[config.mk]
export PLATFORM = sky130hd
export DESIGN_NAME = rand_pixel_sampler
export DESIGN_NICKNAME = d
export VERILOG_FILES = /design/src/rtl/rand_pixel_sampler.sv
export SDC_FILE = /design/constraint.sdc
export NUM_CORES = 1
export LEC_CHECK = 0
export BUFFER_PORTS_ARGS = -buffer_cell sky130_fd_sc_hd__buf_4
export CAP_MARGIN = 20
export CORE_AREA = 2 2 71 73
export DETAILED_ROUTE_END_ITERATION = 12
export DIE_AREA = 0 0 73 75
export GPL_ROUTABILITY_DRIVEN = 0
export PLACE_DENSITY = 0.79
export SKIP_CTS_REPAIR_TIMING = 1
export SYNTH_ARGS = -nofsm -noshare
export SYNTH_HDL_FRONTEND = slang
export SYNTH_SLANG_ARGS = --single-unit
[constraint.sdc]
create_clock -name clk -period 2.7 [get_ports clk]
set_input_delay 0.27 -clock clk [delete_from_list [all_inputs] [get_ports clk]]
set_output_delay 0.27 -clock clk [all_outputs]
set_load 0.005 [all_outputs]
[src/rtl/rand_pixel_sampler.sv]
// -----------------------------------------------------------------------------
// rand_pixel_sampler
//
// Purpose:
//   Turns the 12-bit pseudo-random word stream from the LFSR generator into
//   random pixel writes (x, y, colour) for the "noise/starfield" draw command.
//   Coordinates are drawn by rejection sampling so they are uniform over the
//   active area. A start pulse launches a run of num_pix pixels, and each pixel
//   is offered downstream over a valid/ready handshake.
//
// Handshake:
//   A pixel transfers on every rising clk edge where pix_valid && pix_ready.
//   Once pix_valid is high, it stays high and pix_x/pix_y/pix_color stay
//   stable until that transfer. pix_ready is ignored outside EMIT.
//
// Ports:
//   clk        in   1        system clock
//   reset_n    in   1        asynchronous active-low reset
//   rand_num   in   12       random word, new value every cycle
//   start      in   1        single-cycle command pulse (ignored while busy)
//   num_pix    in   16       pixel count for the run, sampled on start
//   pix_valid  out  1        pixel write request
//   pix_ready  in   1        downstream accepts the pixel
//   pix_x      out  10       pixel x coordinate
//   pix_y      out  9        pixel y coordinate
//   pix_color  out  COLOR_W  pixel colour
//   busy       out  1        high from the start edge until the run ends
//   done       out  1        one-cycle pulse when the run ends
//   reject_cnt out  16       saturating count of rejected coordinate samples
//                            (only present when RAND_REJECT_CNT_EN is defined)
//   dbg_state  out  3        current FSM state encoding (for observation)
//
// Configuration macro:
//   RAND_REJECT_CNT_EN - adds the reject_cnt output and its counter.
//
// Parameters:
//   H_ACTIVE (<= 1024), V_ACTIVE (<= 512), COLOR_W (1..12).
// -----------------------------------------------------------------------------
module rand_pixel_sampler #(
    parameter int H_ACTIVE = 640,
    parameter int V_ACTIVE = 480,
    parameter int COLOR_W  = 6
) (
    input  logic               clk,
    input  logic               reset_n,
    input  logic [11:0]        rand_num,
    input  logic               start,
    input  logic [15:0]        num_pix,
    output logic               pix_valid,
    input  logic               pix_ready,
    output logic [9:0]         pix_x,
    output logic [8:0]         pix_y,
    output logic [COLOR_W-1:0] pix_color,
    output logic               busy,
    output logic               done,
`ifdef RAND_REJECT_CNT_EN
    output logic [15:0]        reject_cnt,
`endif
    output logic [2:0]         dbg_state
);

    // One bit wider than the sampled field so that H_ACTIVE = 1024 and
    // V_ACTIVE = 512 (accept every value) can still be represented.
    localparam logic [10:0] LP_H_ACTIVE = 11'(H_ACTIVE);
    localparam logic [9:0]  LP_V_ACTIVE = 10'(V_ACTIVE);

    typedef enum logic [2:0] {
        ST_IDLE     = 3'd0,
        ST_SAMPLE_X = 3'd1,
        ST_SAMPLE_Y = 3'd2,
        ST_SAMPLE_C = 3'd3,
        ST_EMIT     = 3'd4
    } state_t;

    state_t              r_state;
    state_t              w_next_state;

    logic [15:0]         r_remaining;
    logic                r_pix_valid;
    logic [9:0]          r_pix_x;
    logic [8:0]          r_pix_y;
    logic [COLOR_W-1:0]  r_pix_color;
    logic                r_busy;
    logic                r_done;

    logic                w_x_ok;
    logic                w_y_ok;
    logic                w_start_run;
    logic                w_start_zero;
    logic                w_handshake;
    logic                w_last;

    // rand_num[11:10] never feed a coordinate field and only feed the colour
    // when COLOR_W > 10; this reduction keeps them formally consumed.
    logic                w_unused_bits;
    assign w_unused_bits = ^rand_num[11:10];

    // Unsigned compares of the low rand_num bits; upper bits are ignored.
    assign w_x_ok       = ({1'b0, rand_num[9:0]} < LP_H_ACTIVE);
    assign w_y_ok       = ({1'b0, rand_num[8:0]} < LP_V_ACTIVE);

    // start only matters in IDLE; a pulse while busy is dropped entirely.
    assign w_start_run  = (r_state == ST_IDLE) && start && (num_pix != 16'd0);
    assign w_start_zero = (r_state == ST_IDLE) && start && (num_pix == 16'd0);

    assign w_handshake  = (r_state == ST_EMIT) && r_pix_valid && pix_ready;
    assign w_last       = (r_remaining == 16'd1);

    // ------------------------------------------------------------------
    // FSM state register
    // ------------------------------------------------------------------
    always_ff @(posedge clk or negedge reset_n) begin
        if (!reset_n) begin
            r_state <= ST_IDLE;
        end else begin
            r_state <= w_next_state;
        end
    end

    // ------------------------------------------------------------------
    // FSM next-state logic
    // ------------------------------------------------------------------
    always_comb begin
        w_next_state = r_state;
        unique case (r_state)
            ST_IDLE: begin
                if (w_start_run) begin
                    w_next_state = ST_SAMPLE_X;
                end
            end
            ST_SAMPLE_X: begin
                if (w_x_ok) begin
                    w_next_state = ST_SAMPLE_Y;
                end
            end
            ST_SAMPLE_Y: begin
                if (w_y_ok) begin
                    w_next_state = ST_SAMPLE_C;
                end
            end
            ST_SAMPLE_C: begin
                w_next_state = ST_EMIT;
            end
            ST_EMIT: begin
                if (w_handshake) begin
                    w_next_state = w_last ? ST_IDLE : ST_SAMPLE_X;
                end
            end
            default: begin
                w_next_state = ST_IDLE;
            end
        endcase
    end

    // ------------------------------------------------------------------
    // Datapath and registered outputs
    // ------------------------------------------------------------------
    always_ff @(posedge clk or negedge reset_n) begin
        if (!reset_n) begin
            r_remaining <= 16'd0;
            r_pix_valid <= 1'b0;
            r_pix_x     <= 10'd0;
            r_pix_y     <= 9'd0;
            r_pix_color <= '0;
            r_busy      <= 1'b0;
            r_done      <= 1'b0;
        end else begin
            // done is a pulse: it is low unless this edge ends a run.
            r_done <= 1'b0;

            if (w_start_zero) begin
                // Empty run completes immediately without ever going busy.
                r_done <= 1'b1;
            end

            if (w_start_run) begin
                r_remaining <= num_pix;
                r_busy      <= 1'b1;
            end

            if ((r_state == ST_SAMPLE_X) && w_x_ok) begin
                r_pix_x <= rand_num[9:0];
            end

            if ((r_state == ST_SAMPLE_Y) && w_y_ok) begin
                r_pix_y <= rand_num[8:0];
            end

            if (r_state == ST_SAMPLE_C) begin
                r_pix_color <= rand_num[COLOR_W-1:0];
                r_pix_valid <= 1'b1;
            end

            if (w_handshake) begin
                r_pix_valid <= 1'b0;
                if (w_last) begin
                    r_remaining <= 16'd0;
                    r_busy      <= 1'b0;
                    r_done      <= 1'b1;
                end else begin
                    r_remaining <= r_remaining - 16'd1;
                end
            end
        end
    end

`ifdef RAND_REJECT_CNT_EN
    // ------------------------------------------------------------------
    // Reject counter: counts coordinate rejections of the current run,
    // saturating, and holds after done until the next start.
    // ------------------------------------------------------------------
    logic [15:0] r_reject_cnt;
    logic        w_reject;

    assign w_reject = ((r_state == ST_SAMPLE_X) && !w_x_ok) ||
                      ((r_state == ST_SAMPLE_Y) && !w_y_ok);

    always_ff @(posedge clk or negedge reset_n) begin
        if (!reset_n) begin
            r_reject_cnt <= 16'd0;
        end else if (w_start_run || w_start_zero) begin
            r_reject_cnt <= 16'd0;
        end else if (w_reject && (r_reject_cnt != 16'hFFFF)) begin
            r_reject_cnt <= r_reject_cnt + 16'd1;
        end
    end

    assign reject_cnt = r_reject_cnt;
`endif

    assign pix_valid = r_pix_valid;
    assign pix_x     = r_pix_x;
    assign pix_y     = r_pix_y;
    assign pix_color = r_pix_color;
    assign busy      = r_busy;
    assign done      = r_done;
    assign dbg_state = r_state;

endmodule
# --- Word level (Yosys, flattened, before mapping) ---
# Cells that the tools add are included.
word_totals:
  in_bits: 32
  word_cells: 50
  register_bits: 47
  out_inout_bits: 31
classes:
  eq_ne: 9
  mux: 17
  n_addsub: 1
  reduce_logical: 13
  n_lt_le_gt_ge: 2
op_table:
  columns: ["cell", "n"]
  rows:
  - ["2-to-1 mux 16 bit", 3]
  - ["equality test 16 x 1 -> 1 bit (second input constant)", 1]
  - ["zero test 16 bit", 1]
  - ["nonzero test 16 bit", 1]
  - ["subtractor 16 x 1 -> 16 bit (second input constant)", 1]
  - ["case mux 3 bit (5 select lines)", 1]
  - ["2-to-1 mux 3 bit", 4]
  - ["< comparator 10 bit (second input constant)", 1]
  - ["< comparator 9 bit (second input constant)", 1]
  - ["2-to-1 mux 1 bit", 9]
  - ["!= test 2 bit (second input constant)", 4]
  - ["logical AND 1 bit", 7]
  - ["equality test 3 x 2 -> 1 bit (second input constant)", 2]
  - ["AND reduction 4 bit", 1]
  - ["nonzero test 2 bit", 2]
  - ["equality test 3 x 1 -> 1 bit (second input constant)", 1]
  - ["equality test 3 bit (second input constant)", 1]
  - ["zero test 3 bit", 1]

# --- Logic depth before layout (Yosys ltp) ---
logic_depth:
  word_depth: 6
  ltp_mapped: 8
  depth_no_buf: 7

# --- Least setup slack after synthesis ---
# No wires, ideal clock.
synth_path:
  path_type: "register to register"
  startpoint: "register r_state[1] (netlist: dbg_state[1])"
  endpoint: "register r_remaining[10]"
  setup_slack_ps: 696
  t_required_ps: 2574
  setup_time_ps: 126
  stages_incl_launch_ff: 7
  t_arrival_ps: 1878
  n_path_buf: 1
  cell_sequence: "dfrtp_1 > buf_6 > or4b_4 > a41oi_4 > nor2_4 > a21o_1 > a221o_1"
synth_between:
  elab_chain_len: 4
  word_cells_on_any_way: 8
  classes_between: "eq/ne: 1; mux: 1; reduce/logical: 6"
synth_lines:
  columns: ["item", "line", "source"]
  rows:
  - ["from (decl)", "75", "state_t r_state;"]
  - ["from (signal assigned)", "116", "r_state <= w_next_state;"]
  - ["equality test 3 bit / zero test 3 bit (equally long branches)", "106, 103", null]
  - ["logical AND 1 bit, on equally long branches (2 in a row)", "106, 103", null]
  - ["2-to-1 mux 16 bit / nonzero test 2 bit (equally long branches)", null, null]
  - ["to (signal assigned)", "177", "r_remaining <= num_pix;"]
  - ["to (signal assigned)", "201", "r_remaining <= r_remaining - 16'd1;"]
  - ["to (decl)", "78", "logic [15:0] r_remaining;"]
# Several ways; a longest one is shown, not always the timed one.
# A chain may end at the register's enable or synchronous reset.

# --- Worst setup path after layout ---
layout_path:
  startpoint: "register r_remaining[1]"
  endpoint: "register r_remaining[2]"
layout_between:
  elab_chain_len: 3
  word_cells_on_any_way: 4
  classes_between: "add/sub: 1; eq/ne: 1; mux: 2"
layout_lines:
  columns: ["item", "line", "source"]
  rows:
  - ["subtractor 16 x 1 -> 16 bit / equality test 16 x 1 -> 1 bit (equally long branches)", "201, 107", null]
  - ["2-to-1 mux 16 bit (*)", "196", "if (w_last) begin"]
  - ["2-to-1 mux 16 bit (*)", "194", "if (w_handshake) begin"]
# Every way passes the cells marked *; elsewhere a longest branch is shown, timed or not.

==> run summary <==
Hold slack final - -0.04520 ns
Period utilisation layout - 85.69%
Worst IR Drop VDD - 0.0005842 V
DR iter-0 viols - 184
Cells after Synth - 218
Async S/R FF share, synth - 100.0%
FF+latch area - 1176 um^2
Overall via count from detail_route - 1,942
Clk sinks - 47
EDFF count, synth - 0
Seq cells post-synth - 47
Fillers - 371
Synth unique cells - 48
Layout net count - 315
Initial antenna violation count - 0
Max H-tree Level - 2
Largest net degree at the start of global routing - 48
Critical path class - reg -> reg
Worst min-delay path class - in -> async
TritonCTS Buffers - 5
Setup_tns - 0 ns
Worst-path clk slew - 0.09 ns
TritonCTS clock tree - yes
Top_reg_cell synth - dfrtp_1
Average wire per standard cell - 16.28 um
Area of the multi-input gates - 1092 um^2
RSZ-0062 raised after global routing - false
Die height - 75 um
Status - finished, violations left
Mean Syn Cell Area - 10.75 um^2
Std-Cell Rows - 25
Failing checks - hold timing
Crit Path Max Fanout - 10
Fin crit period - 2.314 ns
Worst Skew - 0.004337 ns
Starting Density - 50.28%
WP data required - 2.89 ns
Max Cap Viol - 0
Clk root buf - clkbuf_8
Most frequent cell after synthesis - dfrtp_1
Area growth syn-to-layout - 27.60%
Syn Nets - 252
Fin area - 2990 um^2
Area of the core - 4661 um^2
Final Slew Violations - 0
Wirelength, routed - 5.469 mm
Sequential area share after synthesis - 50.19%
# setup viols final - 0
DRC errors left - 0
Clock latency on the worst-skew pair - 0.30 ns
Maximum clock path buffer count - 2
N_diodes - 0
PortBufs - 60
GRT Total Usage - 21.35%
Mapped cell area - 2343 um^2
Antenna-violating nets left - 0
FMAX - 432.2 MHz
Static leakage - 1.301 nW
Biggest area consumer among synthesized cells - dfrtp_1
Post-DR vias/cell - 5.780
Synth area leaders - dfrtp_1, mux2_2, nand2_1, a21oi_1, nand3_1
YS warnings - 0
Placed cell area - 2858 um^2
Crit path DAT - 2.51 ns
Worst Reg2Reg Path Length in Cells - 7
Die area - 5475 um^2
Congestion Overflow GR - 0
Power per cell area - 1140 nW/um^2
Io pins - 63
Most frequent cells after synthesis - dfrtp_1, mux2_2, nand2_1
Worst relative slew slack - 43.04%
Hold Vio Cnt, Final - 47
Layout cells sized above 1 - 35.82%
Detailed Routing Iterations Pass 1 - 4
First-pass GRT wire length - 9.004 mm
DP HPWL - 3.966 mm
Crit end category - flip-flop
Startpoint types - flip-flop
Post-synth top area share - 50.19%
Die Wd - 73 um
Worst Max-Slew Pin Slew - 0.8544 ns
Vias in the first global route - 1,904
registers in the layout, summed over array words and instances (netlist names):
register     cells
busy             1
pix_y            9
dbg_state        3
pix_valid        1
pix_color        6
pix_x           10
r_remaining     16
done             1
routing by layer:
layer  vias up  track usage, %  share of wire, %
li1        938               -                 -
met5         -               0                 0
met2        79           35.34                48
met1       919           27.30                43
met3         6           6.827               7.6
met4         0           5.556              0.95
cell type report:
class                      instances  share of cell area, %
tap                               54                  2.259
clock inverter                     2                  2.008
timing repair buffer              66                  16.57
sequential                        47                  39.33
multi-input combinational        154                  36.53
clock buffer                       6                  2.427
inverter                           7                 0.8787
path summary, 6_finish.rpt:
path                                 from        endpoint  slack (ns)
min in group clk               num_pix[3]  r_remaining[3]        0.17
min                               reset_n  r_remaining[6]       -0.05
max in group asynchronous         reset_n  r_remaining[7]        2.33
min reg2reg                          busy            busy        0.50
max reg2reg                r_remaining[1]  r_remaining[2]        0.39
max                        r_remaining[1]  r_remaining[2]        0.39
logic make-up (layout without fill, tap and decap cells):
group / after synthesis / count (layout) / synth area share, %
AOI/OAI and AO/OA: 47 / 47 / 14.84
buffers and inverters: 17 / 81 / 3.203
and+or+nand+nor: 81 / 81 / 19.59
DFF: 47 / 47 / 50.19
xor gates and xnor gates: 4 / 4 / 1.495
adders and majority gates: 2 / 2 / 1.068
muxes: 20 / 20 / 9.610
power by group:
group	total (mW)	switching (mW)	internal (mW)
logic	1.43	0.627	0.807
registers	1.36	0.318	1.05
clock network	0.611	0.241	0.370
stage by stage:
| stage | worst slack (ns) | instances | utilization, % | total power [mW] |
|---|---|---|---|---|
| floorplan | 0.6958 | 218 | - | 2.197 |
| global placement | 0.4688 | 328 | 61.32 | 2.757 |
| detailed placement | 0.4512 | 328 | 61.32 | 2.810 |
| CTS | 0.3949 | 336 | 64.16 | 3.431 |
| global route | 0.2317 | 336 | 64.16 | 3.657 |
| finish | 0.3863 | 336 | 64.16 | 3.410 |
placed cells by master (no fill, tap or decap), types with 4 or more instances in the layout:
cell type  count
o22a_1         4
dfrtp_1       47
o211ai_1       6
buf_4         66
o21ai_0        7
nor4_1         7
nand4_1        4
a21oi_1        9
nand2_1       18
nor2_1        12
mux2_2        20
inv_1          7
clkbuf_8       5
nand3_1        9
nor3_1         6
critical path: stages, from the launching register on:
cell	delay (ns)
dfrtp_1	0.41
inv_1	0.11
ha_1	0.16
nor4b_2	0.29
and4_1	0.36
nand2b_1	0.41
o22ai_1	0.16
a221o_1	0.30
No activity file was read; power rests on OpenSTA's default activity.
